## src/rtl/axil_regfile_gen.sv

```systemverilog
// ---------------------------------------------------------------------------
// axil_regfile_gen
//   AXI4-Lite slave register file: N_CTRL read/write control registers and
//   N_STAT read-only status inputs. AW and W are accepted independently, with
//   one write and one read outstanding. Unmapped, unaligned or illegal
//   accesses return SLVERR. Per-register write/read strobes go to PL logic.
//
// Optional feature macro: AXIL_RF_IRQ_EN
//   Adds irq_src_i/irq_o, IRQ_STATUS (sticky, W1C) at IRQ_BASE and
//   IRQ_ENABLE at IRQ_BASE+DATA_BYTES. Without it those addresses are
//   unmapped.
//
// Ports
//   s_axi_aclk, s_axi_aresetn  clock, asynchronous active-low reset
//   s_axi_aw*/w*/b*/ar*/r*     AXI4-Lite slave interface
//   ctrl_o     [N_CTRL*DATA_BITS]  packed control register contents
//   ctrl_wr_o  [N_CTRL]            1-cycle pulse when ctrl[i] is written
//   stat_i     [N_STAT*DATA_BITS]  packed status values, sampled on read
//   stat_rd_o  [N_STAT]            1-cycle pulse when stat[i] read is returned
//   irq_src_i  [DATA_BITS]         interrupt sources (AXIL_RF_IRQ_EN only)
//   irq_o                          level interrupt   (AXIL_RF_IRQ_EN only)
// ---------------------------------------------------------------------------
module axil_regfile_gen #(
    parameter int                          ADDR_BITS = 32,
    parameter int                          DATA_BITS = 32,
    parameter int                          N_CTRL    = 4,
    parameter int                          N_STAT    = 4,
    parameter logic [ADDR_BITS-1:0]        CTRL_BASE = 'h000,
    parameter logic [ADDR_BITS-1:0]        STAT_BASE = 'h100,
    parameter logic [N_CTRL*DATA_BITS-1:0] CTRL_RST  = '0,
    parameter logic [ADDR_BITS-1:0]        IRQ_BASE  = 'h200
) (
    input  logic                        s_axi_aclk,
    input  logic                        s_axi_aresetn,
    input  logic [ADDR_BITS-1:0]        s_axi_awaddr,
    input  logic                        s_axi_awvalid,
    output logic                        s_axi_awready,
    input  logic [DATA_BITS-1:0]        s_axi_wdata,
    input  logic [DATA_BITS/8-1:0]      s_axi_wstrb,
    input  logic                        s_axi_wvalid,
    output logic                        s_axi_wready,
    output logic [1:0]                  s_axi_bresp,
    output logic                        s_axi_bvalid,
    input  logic                        s_axi_bready,
    input  logic [ADDR_BITS-1:0]        s_axi_araddr,
    input  logic                        s_axi_arvalid,
    output logic                        s_axi_arready,
    output logic [DATA_BITS-1:0]        s_axi_rdata,
    output logic [1:0]                  s_axi_rresp,
    output logic                        s_axi_rvalid,
    input  logic                        s_axi_rready,
    output logic [N_CTRL*DATA_BITS-1:0] ctrl_o,
    output logic [N_CTRL-1:0]           ctrl_wr_o,
    input  logic [N_STAT*DATA_BITS-1:0] stat_i,
    output logic [N_STAT-1:0]           stat_rd_o
`ifdef AXIL_RF_IRQ_EN
    ,
    input  logic [DATA_BITS-1:0]        irq_src_i,
    output logic                        irq_o
`endif
);

    localparam int DATA_BYTES = DATA_BITS / 8;
    localparam int ADDR_LSB   = $clog2(DATA_BYTES);
    localparam logic [1:0] RESP_OKAY   = 2'b00;
    localparam logic [1:0] RESP_SLVERR = 2'b10;
`ifdef AXIL_RF_IRQ_EN
    localparam bit IRQ_ON = 1'b1;
`else
    localparam bit IRQ_ON = 1'b0;
`endif

    typedef enum logic [2:0] {K_MISS, K_CTRL, K_STAT, K_IRQ_STAT, K_IRQ_EN} kind_e;
    typedef struct packed {
        kind_e      kind;
        logic [6:0] idx;
    } dec_t;

    // Region decode; anything outside a region or not word-aligned is a miss.
    // Offsets are unsigned, so an address below a base wraps large and misses.
    function automatic dec_t decode(input logic [ADDR_BITS-1:0] addr);
        logic [ADDR_BITS-1:0] c_off;
        logic [ADDR_BITS-1:0] s_off;
        logic [ADDR_BITS-1:0] i_off;
        dec_t d;
        d.kind = K_MISS;
        d.idx  = '0;
        c_off  = addr - CTRL_BASE;
        s_off  = addr - STAT_BASE;
        i_off  = addr - IRQ_BASE;
        if (addr[ADDR_LSB-1:0] == '0) begin
            if (c_off < ADDR_BITS'(N_CTRL * DATA_BYTES)) begin
                d.kind = K_CTRL;
                d.idx  = 7'(c_off >> ADDR_LSB);
            end else if (s_off < ADDR_BITS'(N_STAT * DATA_BYTES)) begin
                d.kind = K_STAT;
                d.idx  = 7'(s_off >> ADDR_LSB);
            end else if (IRQ_ON && i_off == '0) begin
                d.kind = K_IRQ_STAT;
            end else if (IRQ_ON && i_off == ADDR_BITS'(DATA_BYTES)) begin
                d.kind = K_IRQ_EN;
            end
        end
        return d;
    endfunction

    logic [DATA_BITS-1:0]  ctrl_q [N_CTRL];
    logic [ADDR_BITS-1:0]  aw_addr_q;
    logic [DATA_BITS-1:0]  w_data_q;
    logic [DATA_BYTES-1:0] w_strb_q;
    logic [ADDR_BITS-1:0]  ar_addr_q;
    dec_t                  wr_dec;
    dec_t                  rd_dec;
    logic                  wr_commit;
    logic                  rd_load;
    logic [DATA_BITS-1:0]  rd_data;
    logic [1:0]            rd_resp;
    logic [N_STAT-1:0]     rd_stat;

`ifdef AXIL_RF_IRQ_EN
    logic [DATA_BITS-1:0]  irq_src_q;
    logic [DATA_BITS-1:0]  irq_src_qq;
    logic [DATA_BITS-1:0]  irq_status_q;
    logic [DATA_BITS-1:0]  irq_en_q;
    logic [DATA_BITS-1:0]  irq_set;
    logic [DATA_BITS-1:0]  irq_clr;
`endif

    for (genvar g = 0; g < N_CTRL; g++) begin : g_ctrl_o
        assign ctrl_o[g*DATA_BITS +: DATA_BITS] = ctrl_q[g];
    end

    assign wr_dec = decode(aw_addr_q);
    assign rd_dec = decode(ar_addr_q);
    // Both halves held (both readies low) and no response pending yet.
    assign wr_commit = !s_axi_awready && !s_axi_wready && !s_axi_bvalid;
    // Address held and data not yet returned.
    assign rd_load   = !s_axi_arready && !s_axi_rvalid;

    // Read data/response mux.
    always_comb begin
        // NOTE: every output of a combinational block gets a default first so no latch is inferred.
        rd_data = '0;
        rd_resp = RESP_SLVERR;
        rd_stat = '0;
        case (rd_dec.kind)
            K_CTRL: begin
                rd_resp = RESP_OKAY;
                for (int i = 0; i < N_CTRL; i++)
                    if (rd_dec.idx == 7'(i)) rd_data = ctrl_q[i];
            end
            K_STAT: begin
                rd_resp = RESP_OKAY;
                for (int i = 0; i < N_STAT; i++)
                    if (rd_dec.idx == 7'(i)) begin
                        rd_data    = stat_i[i*DATA_BITS +: DATA_BITS];
                        rd_stat[i] = 1'b1;
                    end
            end
`ifdef AXIL_RF_IRQ_EN
            K_IRQ_STAT: begin
                rd_resp = RESP_OKAY;
                rd_data = irq_status_q;
            end
            K_IRQ_EN: begin
                rd_resp = RESP_OKAY;
                rd_data = irq_en_q;
            end
`endif
            default: ;
        endcase
    end

`ifdef AXIL_RF_IRQ_EN
    // Rising edge of the registered sources sets status; a committed W1C
    // clears strobed bytes. Set is OR-ed in after the clear so it wins.
    always_comb begin
        irq_set = irq_src_q & ~irq_src_qq;
        irq_clr = '0;
        if (wr_commit && wr_dec.kind == K_IRQ_STAT)
            for (int b = 0; b < DATA_BYTES; b++)
                if (w_strb_q[b]) irq_clr[8*b +: 8] = w_data_q[8*b +: 8];
    end
`endif

    // Write channel and register bank.
    always_ff @(posedge s_axi_aclk or negedge s_axi_aresetn) begin
        if (!s_axi_aresetn) begin
            s_axi_awready <= 1'b1;
            s_axi_wready  <= 1'b1;
            s_axi_bvalid  <= 1'b0;
            s_axi_bresp   <= RESP_OKAY;
            aw_addr_q     <= '0;
            w_data_q      <= '0;
            w_strb_q      <= '0;
            ctrl_wr_o     <= '0;
            // NOTE: the control bank is a few flops, not a RAM, so each entry takes its reset value.
            for (int i = 0; i < N_CTRL; i++)
                ctrl_q[i] <= CTRL_RST[i*DATA_BITS +: DATA_BITS];
`ifdef AXIL_RF_IRQ_EN
            irq_src_q    <= '0;
            irq_src_qq   <= '0;
            irq_status_q <= '0;
            irq_en_q     <= '0;
            irq_o        <= 1'b0;
`endif
        end else begin
            ctrl_wr_o <= '0;
            if (s_axi_awvalid && s_axi_awready) begin
                aw_addr_q     <= s_axi_awaddr;
                s_axi_awready <= 1'b0;
            end
            if (s_axi_wvalid && s_axi_wready) begin
                w_data_q     <= s_axi_wdata;
                w_strb_q     <= s_axi_wstrb;
                s_axi_wready <= 1'b0;
            end
            if (wr_commit) begin
                s_axi_bvalid <= 1'b1;
                s_axi_bresp  <= RESP_SLVERR;
                case (wr_dec.kind)
                    K_CTRL: begin
                        s_axi_bresp <= RESP_OKAY;
                        for (int i = 0; i < N_CTRL; i++)
                            if (wr_dec.idx == 7'(i)) begin
                                ctrl_wr_o[i] <= 1'b1;
                                // NOTE: non-blocking update, so a read loading on this edge returns the old value.
                                for (int b = 0; b < DATA_BYTES; b++)
                                    if (w_strb_q[b]) ctrl_q[i][8*b +: 8] <= w_data_q[8*b +: 8];
                            end
                    end
`ifdef AXIL_RF_IRQ_EN
                    K_IRQ_STAT: s_axi_bresp <= RESP_OKAY;
                    K_IRQ_EN: begin
                        s_axi_bresp <= RESP_OKAY;
                        for (int b = 0; b < DATA_BYTES; b++)
                            if (w_strb_q[b]) irq_en_q[8*b +: 8] <= w_data_q[8*b +: 8];
                    end
`endif
                    default: ;
                endcase
            end
            if (s_axi_bvalid && s_axi_bready) begin
                s_axi_bvalid  <= 1'b0;
                s_axi_awready <= 1'b1;
                s_axi_wready  <= 1'b1;
            end
`ifdef AXIL_RF_IRQ_EN
            irq_src_q    <= irq_src_i;
            irq_src_qq   <= irq_src_q;
            irq_status_q <= (irq_status_q & ~irq_clr) | irq_set;
            irq_o        <= |(irq_status_q & irq_en_q);
`endif
        end
    end

    // Read channel: latch address, load data one edge later, hold until R handshake.
    always_ff @(posedge s_axi_aclk or negedge s_axi_aresetn) begin
        if (!s_axi_aresetn) begin
            s_axi_arready <= 1'b1;
            s_axi_rvalid  <= 1'b0;
            s_axi_rresp   <= RESP_OKAY;
            s_axi_rdata   <= '0;
            ar_addr_q     <= '0;
            stat_rd_o     <= '0;
        end else begin
            stat_rd_o <= '0;
            if (s_axi_arvalid && s_axi_arready) begin
                ar_addr_q     <= s_axi_araddr;
                s_axi_arready <= 1'b0;
            end
            if (rd_load) begin
                s_axi_rvalid <= 1'b1;
                s_axi_rdata  <= rd_data;
                s_axi_rresp  <= rd_resp;
                stat_rd_o    <= rd_stat;
            end
            if (s_axi_rvalid && s_axi_rready) begin
                s_axi_rvalid  <= 1'b0;
                s_axi_arready <= 1'b1;
            end
        end
    end

endmodule

```

## config.mk

```make
export PLATFORM = sky130hd
export DESIGN_NAME = axil_regfile_gen
export DESIGN_NICKNAME = d
export VERILOG_FILES = /design/src/rtl/axil_regfile_gen.sv
export SDC_FILE = /design/constraint.sdc
export NUM_CORES = 1
export LEC_CHECK = 0
export BUFFER_PORTS_ARGS = -buffer_cell sky130_fd_sc_hd__buf_2
export CORE_AREA = 2 2 158 160
export CTS_BUF_LIST = sky130_fd_sc_hd__clkbuf_8 sky130_fd_sc_hd__clkbuf_16
export CTS_CLUSTER_DIAMETER = 120
export DETAILED_ROUTE_END_ITERATION = 12
export DIE_AREA = 0 0 160 162
export GPL_TIMING_DRIVEN = 0
export PLACE_DENSITY = 0.86
export SLEW_MARGIN = 15
export SYNTH_ARGS = -nofsm -noshare
export SYNTH_HDL_FRONTEND = slang
export SYNTH_SLANG_ARGS = --single-unit
```

## constraint.sdc

```tcl
create_clock -name s_axi_aclk -period 4.8 [get_ports s_axi_aclk]
set_input_delay 0.96 -clock s_axi_aclk [delete_from_list [all_inputs] [get_ports s_axi_aclk]]
set_output_delay 0.96 -clock s_axi_aclk [all_outputs]
set_load 0.05 [all_outputs]
```

==> impl_metrics.py, run 1 <==
metrics = {
    "run_status": {
        "status": "complete, no violations",
    },
    "clock_tree": {
        "clkTransAtPathRegs_ns": 0.06,
        "clkLatencyLatePin_ns": 0.54,
        "htree_num_levels": 1,
        "cts_hold_buf": 0,
        "cts_buffer_depth": 3,
        "cts.sinks": 275,
        "cts_root_buffer": "clkbuf_16",
        "numCtsBuffers": 29,
        "cts_tree": "yes",
        "post_cts_buffers": 0,
    },
    "place": {
        "gp_congestion": 0.907,
        "hpwl_microns": 30900,
        "port_buffers": 409,
        "postPlaceCellArea_sq_um": 14700,
        "dp_slack_ns": -0.0737,
        "post-place-cells": 1656,
    },
    "timing": {
        "finalSetupViolCount": 0,
        "hold_viol": 0,
        "finalCriticalPeriod_ns": 4.34,
        "fin_crit_sh": 0.904,
        "fmax_mhz": 230,
        "hold_slack_ns": 0.328,
        "rsz0062_at_grt": "no",
        "fin_setup_tns_ns": 0,
        "fin_skew_ns": 0.0125,
        "slew_viol_final": 0,
        "tightest_slew_ns": 1.04,
        "relSlewSlack": 0.306,
        "worst_slack_ns": 0.459,
    },
    "die": {
        "initial_utilization": 0.504,
        "die_h_microns": 162,
        "die_x_microns": 160,
        "rows": 57,
        "io_pins": 412,
        "core_region_area_sq_um": 24100,
        "die-area_sq_um": 25900,
    },
    "logic_synthesis": {
        "yosysTopAreaCell": "dfrtp_1",
        "ys_seq_area_frac": 0.567,
        "synth.avg_cell_area_sq_um": 13.2,
        "yosys-top-cells-area": "dfrtp_1 56%, mux2_2 21%, a221o_1 2.6%, a222oi_1 2.6%, a32oi_1 2.4%",
        "synth_cells": 919,
        "ys_warn_count": 0,
        "ys_ff_latch": 275,
        "synth.distinct_cells": 39,
        "syn_area_sq_um": 12200,
        "synth.top_cell.area_share": 0.560,
    },
    "final_layout": {
        "design_area_sq_um": 15700,
        "fin_util": 0.651,
        "fin_nets": 1600,
        "syn_to_final_growth_pct": 29.0,
        "stdcell_count": 1715,
        "layout-drive-gt1-share": 0.522,
    },
    "power": {
        "vdd_ir_drop_max_mv": 0.388,
        "p_per_area_nw_per_um2": 411,
        "finalPower_mw": 6.44,
        "leakagePower_nw": 8.16,
    },
    "setup_path": {
        "worstPathArrival_ns": 4.82,
        "startpoint_type": "flop",
        "worstPathCellList": "nor4_1, nand4_1, nor2_1, clkbuf_2, clkbuf_1, nand2_1, inv_1, ha_1, nor4b_1, and4_1, clkbuf_1, clkbuf_2, a221o_1, or3_1",
        "critical_path.max_fanout": 10,
        "slowest_stage": "clkbuf_1",
        "cp_slowest_stage_delay_ns": 0.48,
        "end_kind": "flop",
        "crit_type": "reg -> reg",
        "worstPathRequired_ns": 5.28,
    },
    "hold_path": {
        "hold_class": "in -> async",
    },
    "routing": {
        "vias_per_cell": 6.04,
        "drt_iter0_markers": 995,
        "routed_wl_microns": 42700,
        "drt_pass1_iterations": 6,
        "wl_per_cell_microns": 24.9,
        "drc": 0,
        "num_vias": 10351,
        "ant_nets": 0,
    },
    "global_route": {
        "grt_pass1_wl_microns": 62900,
        "overflow": 0,
        "grt_max_degree": 91,
        "antenna_found_initial": 3,
        "grtUsageTotal": 0.321,
        "grt_pass1_vias": 10613,
    },
    "flow_run": {
        "drv_cap": 0,
    },
}
[state kept, by name (all words and copies together) (netlist names)]
register / flops
ctrl_o: 128
s_axi_rdata: 32
aw_addr_q: 32
w_data_q: 32
s_axi_rresp: 1
s_axi_awready: 1
s_axi_bresp: 1
s_axi_rvalid: 1
ctrl_wr_o: 4
w_strb_q: 4
s_axi_bvalid: 1
stat_rd_o: 4
s_axi_arready: 1
ar_addr_q: 32
s_axi_wready: 1
[cells in the final DEF, fill, tap and decap left out, types with 5 or more instances in the layout]
| master | n |
|---|---|
| dfrtp_1 | 272 |
| clkbuf_8 | 13 |
| nor3_1 | 7 |
| mux2_2 | 229 |
| a222oi_1 | 31 |
| buf_2 | 418 |
| buf_1 | 8 |
| clkbuf_1 | 34 |
| a22oi_1 | 32 |
| or3_1 | 33 |
| a21oi_1 | 34 |
| a32oi_1 | 33 |
| a221o_1 | 32 |
| diode_2 | 5 |
| inv_1 | 15 |
| nor2b_1 | 33 |
| clkbuf_16 | 29 |
| nor4_1 | 10 |
| nand2_1 | 28 |
| nor2_1 | 38 |
[where the power goes]
part | switching [mW] | internal (mW) | leakage (nW)
logic | 0.597 | 0.530 | 4.06
clock network | 0.912 | 1.30 | 0.503
registers | 0.363 | 2.75 | 3.59
[worst max-delay path: cells and delay by family, from the launching register on]
kind | cells | cell delay (ns)
AOI/OAI and AO/OA | 1 | 0.21
adders and majority gates | 1 | 0.29
buffers and inverters | 5 | 1.54
DFF | 1 | 0.38
and+or+nand+nor | 7 | 1.84
[cell type report]
cell class	instances	area (sq um)
diodes	5	12.5
plain buffers	62	288
clock buffers	42	905
clock inverters	12	58.8
fillers	1816	8420
inverters	9	33.8
multi-input cells	574	4960
flip-flops and latches	275	6890
well taps	324	405
repair buffers	412	2140
[path summary, 6_finish.rpt]
check / from / endpoint / slack, ns / cells past startpoint
min in group s_axi_aclk: ar_addr_q[1]$_DFFE_PN0P_ / ar_addr_q[1]$_DFFE_PN0P_ / 0.51 / 1
worst min-delay path: s_axi_aresetn / ctrl_o[54]$_DFFE_PN0P_ / 0.33 / 1
worst min register to register: ar_addr_q[1]$_DFFE_PN0P_ / ar_addr_q[1]$_DFFE_PN0P_ / 0.51 / 1
worst max-delay path: ar_addr_q[28]$_DFFE_PN0P_ / s_axi_rdata[3]$_DFFE_PN0P_ / 0.46 / 14
worst max register to register: ar_addr_q[28]$_DFFE_PN0P_ / s_axi_rdata[3]$_DFFE_PN0P_ / 0.46 / 14
max in group asynchronous: s_axi_aresetn / s_axi_arready$_DFFE_PN1P_ / 3.39 / 3
[timing repair]
| item | CTS | global route |
|---|---|---|
| endpoints found under the setup margin | 17 | 30 |
| resized for setup | 2 | 4 |
| pin swaps | 0 | 0 |
[Yosys cell counts, drive strengths merged]
cell type	instances
inv	9
o21ai	6
nand4	4
or2	2
nand2	28
nor2	38
a22oi	32
ha	2
nor4	15
a32oi	33
nor3	7
a221o	32
nor4b	1
o21a	1
a222oi	31
a31oi	1
conb	1
dfstp	3
nor2b	33
dfrtp	272
nor3b	1
a21oi	34
and3	1
clkbuf	38
mux2	229
and3b	2
and4	1
or3	34
nand3	4
buf	24
[logic make-up (layout without fill, tap and decap cells)]
group,count (synthesis),count (layout),synth area share
AO/OA/AOI/OAI,170,170,0.114
buffers and inverters,71,537,0.0260
other,1,7,0.000309
AND/OR/NAND/NOR,171,171,0.0793
flip-flops,275,275,0.567
multiplexers,229,229,0.212
adder cells (fa/ha/maj),2,2,0.00206
[routing by layer]
layer	vias up	track usage	wire length, microns
met5	-	0	0
met4	0	0.131	1780
met3	123	0.0751	3990
met2	644	0.548	20900
met1	5179	0.396	16000
li1	4405	-	-
(Power assumes the default switching activity.)
==> run 2, diff against run 1 <==
Settings changed: CORE_AREA 2 2 158 160 to 2 2 161 163, CTS_BUF_LIST sky130_fd_sc_hd__clkbuf_8 sky130_fd_sc_hd__clkbuf_16 to sky130_fd_sc_hd__clkbuf_8, DIE_AREA 0 0 160 162 to 0 0 163 165, PLACE_DENSITY 0.86 to 0.83, SKIP_LAST_GASP set to 1.
==> run 2 against run 1 <==
Net effect:
- hold slack gained 0.075 ns
- total power shrank 4.0%
- cell area fell by 0.62%
- sequential share of layout area increased by 0.27 points
- flip-flop and latch count did not move
- first-iteration DRC count rose by 1.5%
- critical path type unchanged
- critical endpoint is now s_axi_rdata[19]$_DFFE_PN0P_
==> impl_metrics.py, run 2 (synthesis gave the netlist of run 1 again) <==
metrics = {
    "routing": {
        "drc": 0,
        "drt_pass1_iterations": 8,
        "num_vias": 10399,
        "wl_per_cell_microns": 24.5,
        "drt_iter0_markers": 1010,
        "ant_nets": 0,
        "routed_wl_microns": 42800,
        "vias_per_cell": 5.95,
    },
    "clock_tree": {
        "clkLatencyLatePin_ns": 0.56,
        "cts_hold_buf": 0,
        "cts.sinks": 275,
        "clkTransAtPathRegs_ns": 0.06,
        "post_cts_buffers": 0,
        "numCtsBuffers": 45,
        "cts_tree": "yes",
        "cts_root_buffer": "clkbuf_8",
        "htree_num_levels": 2,
        "cts_buffer_depth": 3,
    },
    "power": {
        "finalPower_mw": 6.19,
        "p_per_area_nw_per_um2": 397,
        "vdd_ir_drop_max_mv": 0.372,
        "leakagePower_nw": 8.16,
    },
    "die": {
        "io_pins": 412,
        "die-area_sq_um": 26900,
        "die_h_microns": 165,
        "core_region_area_sq_um": 25000,
        "initial_utilization": 0.485,
        "rows": 58,
        "die_x_microns": 163,
    },
    "place": {
        "postPlaceCellArea_sq_um": 14700,
        "gp_congestion": 0.925,
        "port_buffers": 409,
        "hpwl_microns": 31200,
        "dp_slack_ns": -0.211,
    },
    "final_layout": {
        "syn_to_final_growth_pct": 28.2,
        "largest_register_ffs": 128,
        "final_common_cell": "buf_2",
        "layout.cells.most_common_list": "418 x buf_2, 272 x dfrtp_1, 229 x mux2_2",
        "fin_util": 0.623,
        "design_area_sq_um": 15600,
        "fin_nets": 1614,
        "layout-drive-gt1-share": 0.521,
    },
    "setup_path": {
        "startpoint_type": "flop",
        "worstPathArrival_ns": 4.72,
        "reg2reg_depth": 13,
        "critical_path.max_fanout": 19,
        "crit_type": "reg -> reg",
        "regToRegStartpoint": "ar_addr_q[20]$_DFFE_PN0P_",
        "r2r_slack_ns": 0.56,
        "r2r_end": "s_axi_rdata[19]$_DFFE_PN0P_",
        "worstPathRequired_ns": 5.28,
        "end_kind": "flop",
    },
    "global_route": {
        "grtUsageTotal": 0.314,
        "grt_pass1_wl_microns": 62800,
        "top_usage_layer": "met2",
        "grtUsageMet2": 0.529,
        "overflow": 0,
        "grt_util_met3": 0.0944,
        "antenna_found_initial": 10,
        "grtUsageMet1": 0.374,
        "grt_pass1_vias": 10628,
        "grt_max_degree": 102,
    },
    "timing": {
        "finalSetupViolCount": 0,
        "fin_crit_sh": 0.883,
        "fmax_mhz": 236,
        "relSlewSlack": 0.346,
        "rsz0062_at_grt": "no",
        "finalCriticalPeriod_ns": 4.24,
        "fin_skew_ns": 0.0340,
        "slew_viol_final": 0,
        "worst_slack_ns": 0.560,
        "tightest_slew_ns": 0.981,
        "hold_slack_ns": 0.402,
        "hold_viol": 0,
    },
    "run_status": {
        "status": "complete, no violations",
    },
    "flow_run": {
        "drv_cap": 0,
    },
    "hold_path": {
        "hold_class": "in -> async",
    },
}
-- run 2: changes by cell type in the layout (fill, tap and decap cells not counted), sizes merged --
| cell | before | now |
|---|---|---|
| clkinvlp | 1 | 0 |
| inv | 16 | 28 |
| clkbuf | 80 | 95 |
| buf | 436 | 435 |
| clkinv | 4 | 1 |
| diode | 5 | 9 |
-- run 2: final cells by class --
cell class                 count  area (sq um)
fill                        1955          9450
inverter                       9          33.8
clock buffer                  58           798
tap                          330           413
timing repair buffer         411          2110
sequential                   275          6890
antenna                        9          22.5
clock inverter                20          81.3
multi-input combinational    574          4960
buffer                        61           284
-- run 2: timing repair --
item | CTS | global route
cloned | 0 | 0
resized for setup | 3 | 2
setup endpoints to repair | 29 | 30
endpoints found under the hold margin | 0 | 0
-- run 2: how the worst max path moves through the flow --
stage                              start                     endpoint  slack, ns  depth (start not counted)
4_1_cts        ar_addr_q[28]$_DFFE_PN0P_  s_axi_rdata[21]$_DFFE_PN0P_       0.21                         14
2_1_floorplan  ar_addr_q[20]$_DFFE_PN0P_  s_axi_rdata[10]$_DFFE_PN0P_       1.40                         14
3_3_place_gp               s_axi_aresetn       ctrl_o[37]$_DFFE_PN0P_      -2.17                          1
5_1_grt        ar_addr_q[20]$_DFFE_PN0P_  s_axi_rdata[19]$_DFFE_PN0P_       0.22                         13
3_5_place_dp   ar_addr_q[28]$_DFFE_PN0P_  s_axi_rdata[19]$_DFFE_PN0P_      -0.21                         14
6_report       ar_addr_q[20]$_DFFE_PN0P_  s_axi_rdata[19]$_DFFE_PN0P_       0.56                         13
-- run 2: per-layer routing --
metal,part of all wire,vias to the layer above
met5,0.00016,-
met4,0.043,2
met3,0.10,127
met2,0.48,610
met1,0.37,5209
li1,-,4451
-- run 2: metrics by stage --
stage,TNS [ns],instances
global route,0,1744
finish,0,1747
floorplan,0,920
detailed placement,-2.95,1661
CTS,0,1739
global placement,-587.59,1659
-- run 2: critical path, cell delays in order, from the launching register on --
cell	delay (ns)
dfrtp_1	0.38
nor4_1	0.45
nand4_1	0.31
nor2_1	0.21
clkbuf_2	0.50
nand2_1	0.17
inv_1	0.08
ha_1	0.30
nor4b_1	0.47
and4_1	0.25
clkbuf_1	0.28
clkbuf_2	0.42
a221o_1	0.23
or3_1	0.11
-- run 2: power breakdown --
part | internal (mW) | switching [mW]
Combinational | 0.527 | 0.584
Clock | 1.08 | 0.899
Sequential | 2.75 | 0.354
Total | 4.35 | 1.84
==> run 3, diff against run 2 <==
Settings changed: CORE_AREA 2 2 161 163 to 2 2 158 160, CTS_BUF_LIST sky130_fd_sc_hd__clkbuf_8 to unset, DIE_AREA 0 0 163 165 to 0 0 160 162, PLACE_DENSITY 0.83 to 0.86.
==> run 3 against run 2 <==
Net effect:
- register-to-register slack got worse by 0.10 ns
- combinational power about the same
- utilization rose by 2.8 points
- fmax down 2.3%
- critical path type unchanged
- highest routed layer is now met4
==> impl_metrics.py, run 3 (synthesis gave the netlist of run 1 again) <==
metrics = {
    "timing": {
        "finalCriticalPeriod_ns": 4.34,
        "fmax_mhz": 230,
        "finalSetupViolCount": 0,
        "relSlewSlack": 0.318,
        "fin_skew_ns": 0.0134,
        "rsz0062_at_grt": "no",
        "slew_viol_final": 0,
        "tightest_slew_ns": 1.02,
        "hold_viol": 0,
        "fin_crit_sh": 0.904,
    },
    "setup_path": {
        "worstPathCellList": "nor4_1, nand4_1, nor2_1, clkbuf_2, clkbuf_1, nand2_1, inv_1, ha_1, nor4b_1, and4_1, clkbuf_1, clkbuf_2, a221o_1, or3_1",
        "crit_type": "reg -> reg",
        "cp_slowest_stage_delay_ns": 0.49,
        "cp-startpoint": "ar_addr_q[28]$_DFFE_PN0P_",
        "worstPathRequired_ns": 5.28,
        "worstPathArrival_ns": 4.82,
        "critical_path.max_fanout": 10,
        "slowest_stage": "nor4b_1",
        "startpoint_type": "flop",
        "regToRegStartpoint": "ar_addr_q[28]$_DFFE_PN0P_",
        "end_kind": "flop",
    },
    "clock_tree": {
        "clkLatencyLatePin_ns": 0.55,
        "cts_root_buffer": "clkbuf_16",
        "cts_tree": "yes",
        "cts_hold_buf": 0,
        "cts_buffer_depth": 3,
        "cts.sinks": 275,
        "clkTransAtPathRegs_ns": 0.06,
        "htree_num_levels": 1,
        "numCtsBuffers": 29,
    },
    "power": {
        "finalPower_mw": 6.46,
        "vdd_ir_drop_max_mv": 0.388,
        "leakagePower_nw": 8.14,
        "p_per_area_nw_per_um2": 412,
    },
    "final_layout": {
        "layout-drive-gt1-share": 0.522,
        "multiInputGateArea_sq_um": 4960,
        "stdcell_count": 1715,
        "fin_nets": 1600,
        "final_common_cell": "buf_2",
        "largest_register_ffs": 128,
        "layout.cells.most_common_list": "418 x buf_2, 272 x dfrtp_1, 229 x mux2_2",
        "register_area_sq_um": 6890,
        "syn_to_final_growth_pct": 29.0,
        "n_fill_cell": 1816,
        "fin_util": 0.651,
    },
    "global_route": {
        "antenna_found_initial": 3,
        "top_usage_layer": "met2",
        "grt_pass1_wl_microns": 62900,
        "grt_pass1_vias": 10613,
        "grtUsageTotal": 0.321,
        "grtUsageMet2": 0.548,
        "grt_util_met3": 0.0751,
        "overflow": 0,
        "grt_max_degree": 91,
        "grtUsageMet1": 0.396,
    },
    "run_status": {
        "status": "complete, no violations",
    },
    "routing": {
        "drt_iter0_markers": 994,
        "wl_per_cell_microns": 24.9,
        "drc": 0,
        "routed_wl_microns": 42600,
        "vias_per_cell": 6.05,
        "drt_pass1_iterations": 6,
        "ant_nets": 0,
        "num_vias": 10378,
    },
    "place": {
        "post-place-cells": 1656,
        "gp_congestion": 0.907,
        "port_buffers": 409,
        "hpwl_microns": 30900,
    },
    "die": {
        "rows": 57,
        "initial_utilization": 0.504,
        "die_x_microns": 160,
        "core_region_area_sq_um": 24100,
        "die_h_microns": 162,
        "io_pins": 412,
        "die-area_sq_um": 25900,
    },
    "hold_path": {
        "hold_class": "in -> async",
    },
    "flow_run": {
        "drv_cap": 0,
    },
}
run 3: per-stage QoR:
step	worst slack, ns	hold WS [ns]	instance area, sq um	setup TNS (ns)
after floorplan	1.40	0.480	12200	0
final	0.459	0.327	15700	0
after CTS	0.0421	0.337	15700	0
after global routing	0.0672	0.363	15700	0
after detailed placement	-0.0737	0.495	14700	-0.672
after global placement	-2.06	0.489	14600	-552.71
run 3: power by group:
part	internal, mW	switching [mW]	total (mW)
Clock	1.31	0.911	2.22
Sequential	2.75	0.364	3.11
Combinational	0.530	0.597	1.13
run 3: layer usage:
metal,up-vias,wire [microns]
met3,134,3990
met1,5196,15900
li1,4403,-
met2,645,20900
met5,-,0
met4,0,1790
run 3: final timing paths:
check | to | slack [ns] | cells after the start
min in group s_axi_aclk | ar_addr_q[1]$_DFFE_PN0P_ | 0.51 | 1
max reg2reg | s_axi_rdata[3]$_DFFE_PN0P_ | 0.46 | 14
max in group asynchronous | s_axi_arready$_DFFE_PN1P_ | 3.38 | 3
max | s_axi_rdata[3]$_DFFE_PN0P_ | 0.46 | 14
min | ctrl_o[54]$_DFFE_PN0P_ | 0.33 | 1
min reg2reg | ar_addr_q[1]$_DFFE_PN0P_ | 0.51 | 1
run 3: critical path: cells and delay by family (launching register included):
kind            cells  cell delay [ns]
compound gates      1             0.21
fa+ha+maj           1             0.29
buf+inv             5             1.53
flops               1             0.38
simple gates        7             1.85
run 3: cell type report:
class,instances,area share
Clock buffer,48,0.0591
Multi-Input combinational cell,574,0.316
Timing Repair Buffer,412,0.136
Buffer,62,0.0183
Sequential cell,275,0.439
Tap cell,324,0.0258
Antenna cell,5,0.000798
Clock inverter,6,0.00231
Inverter,9,0.00215
run 3: repair_timing:
action | CTS | global route
setup buffers | 0 | 0
setup endpoints to repair | 16 | 30
gates resized for setup | 2 | 4
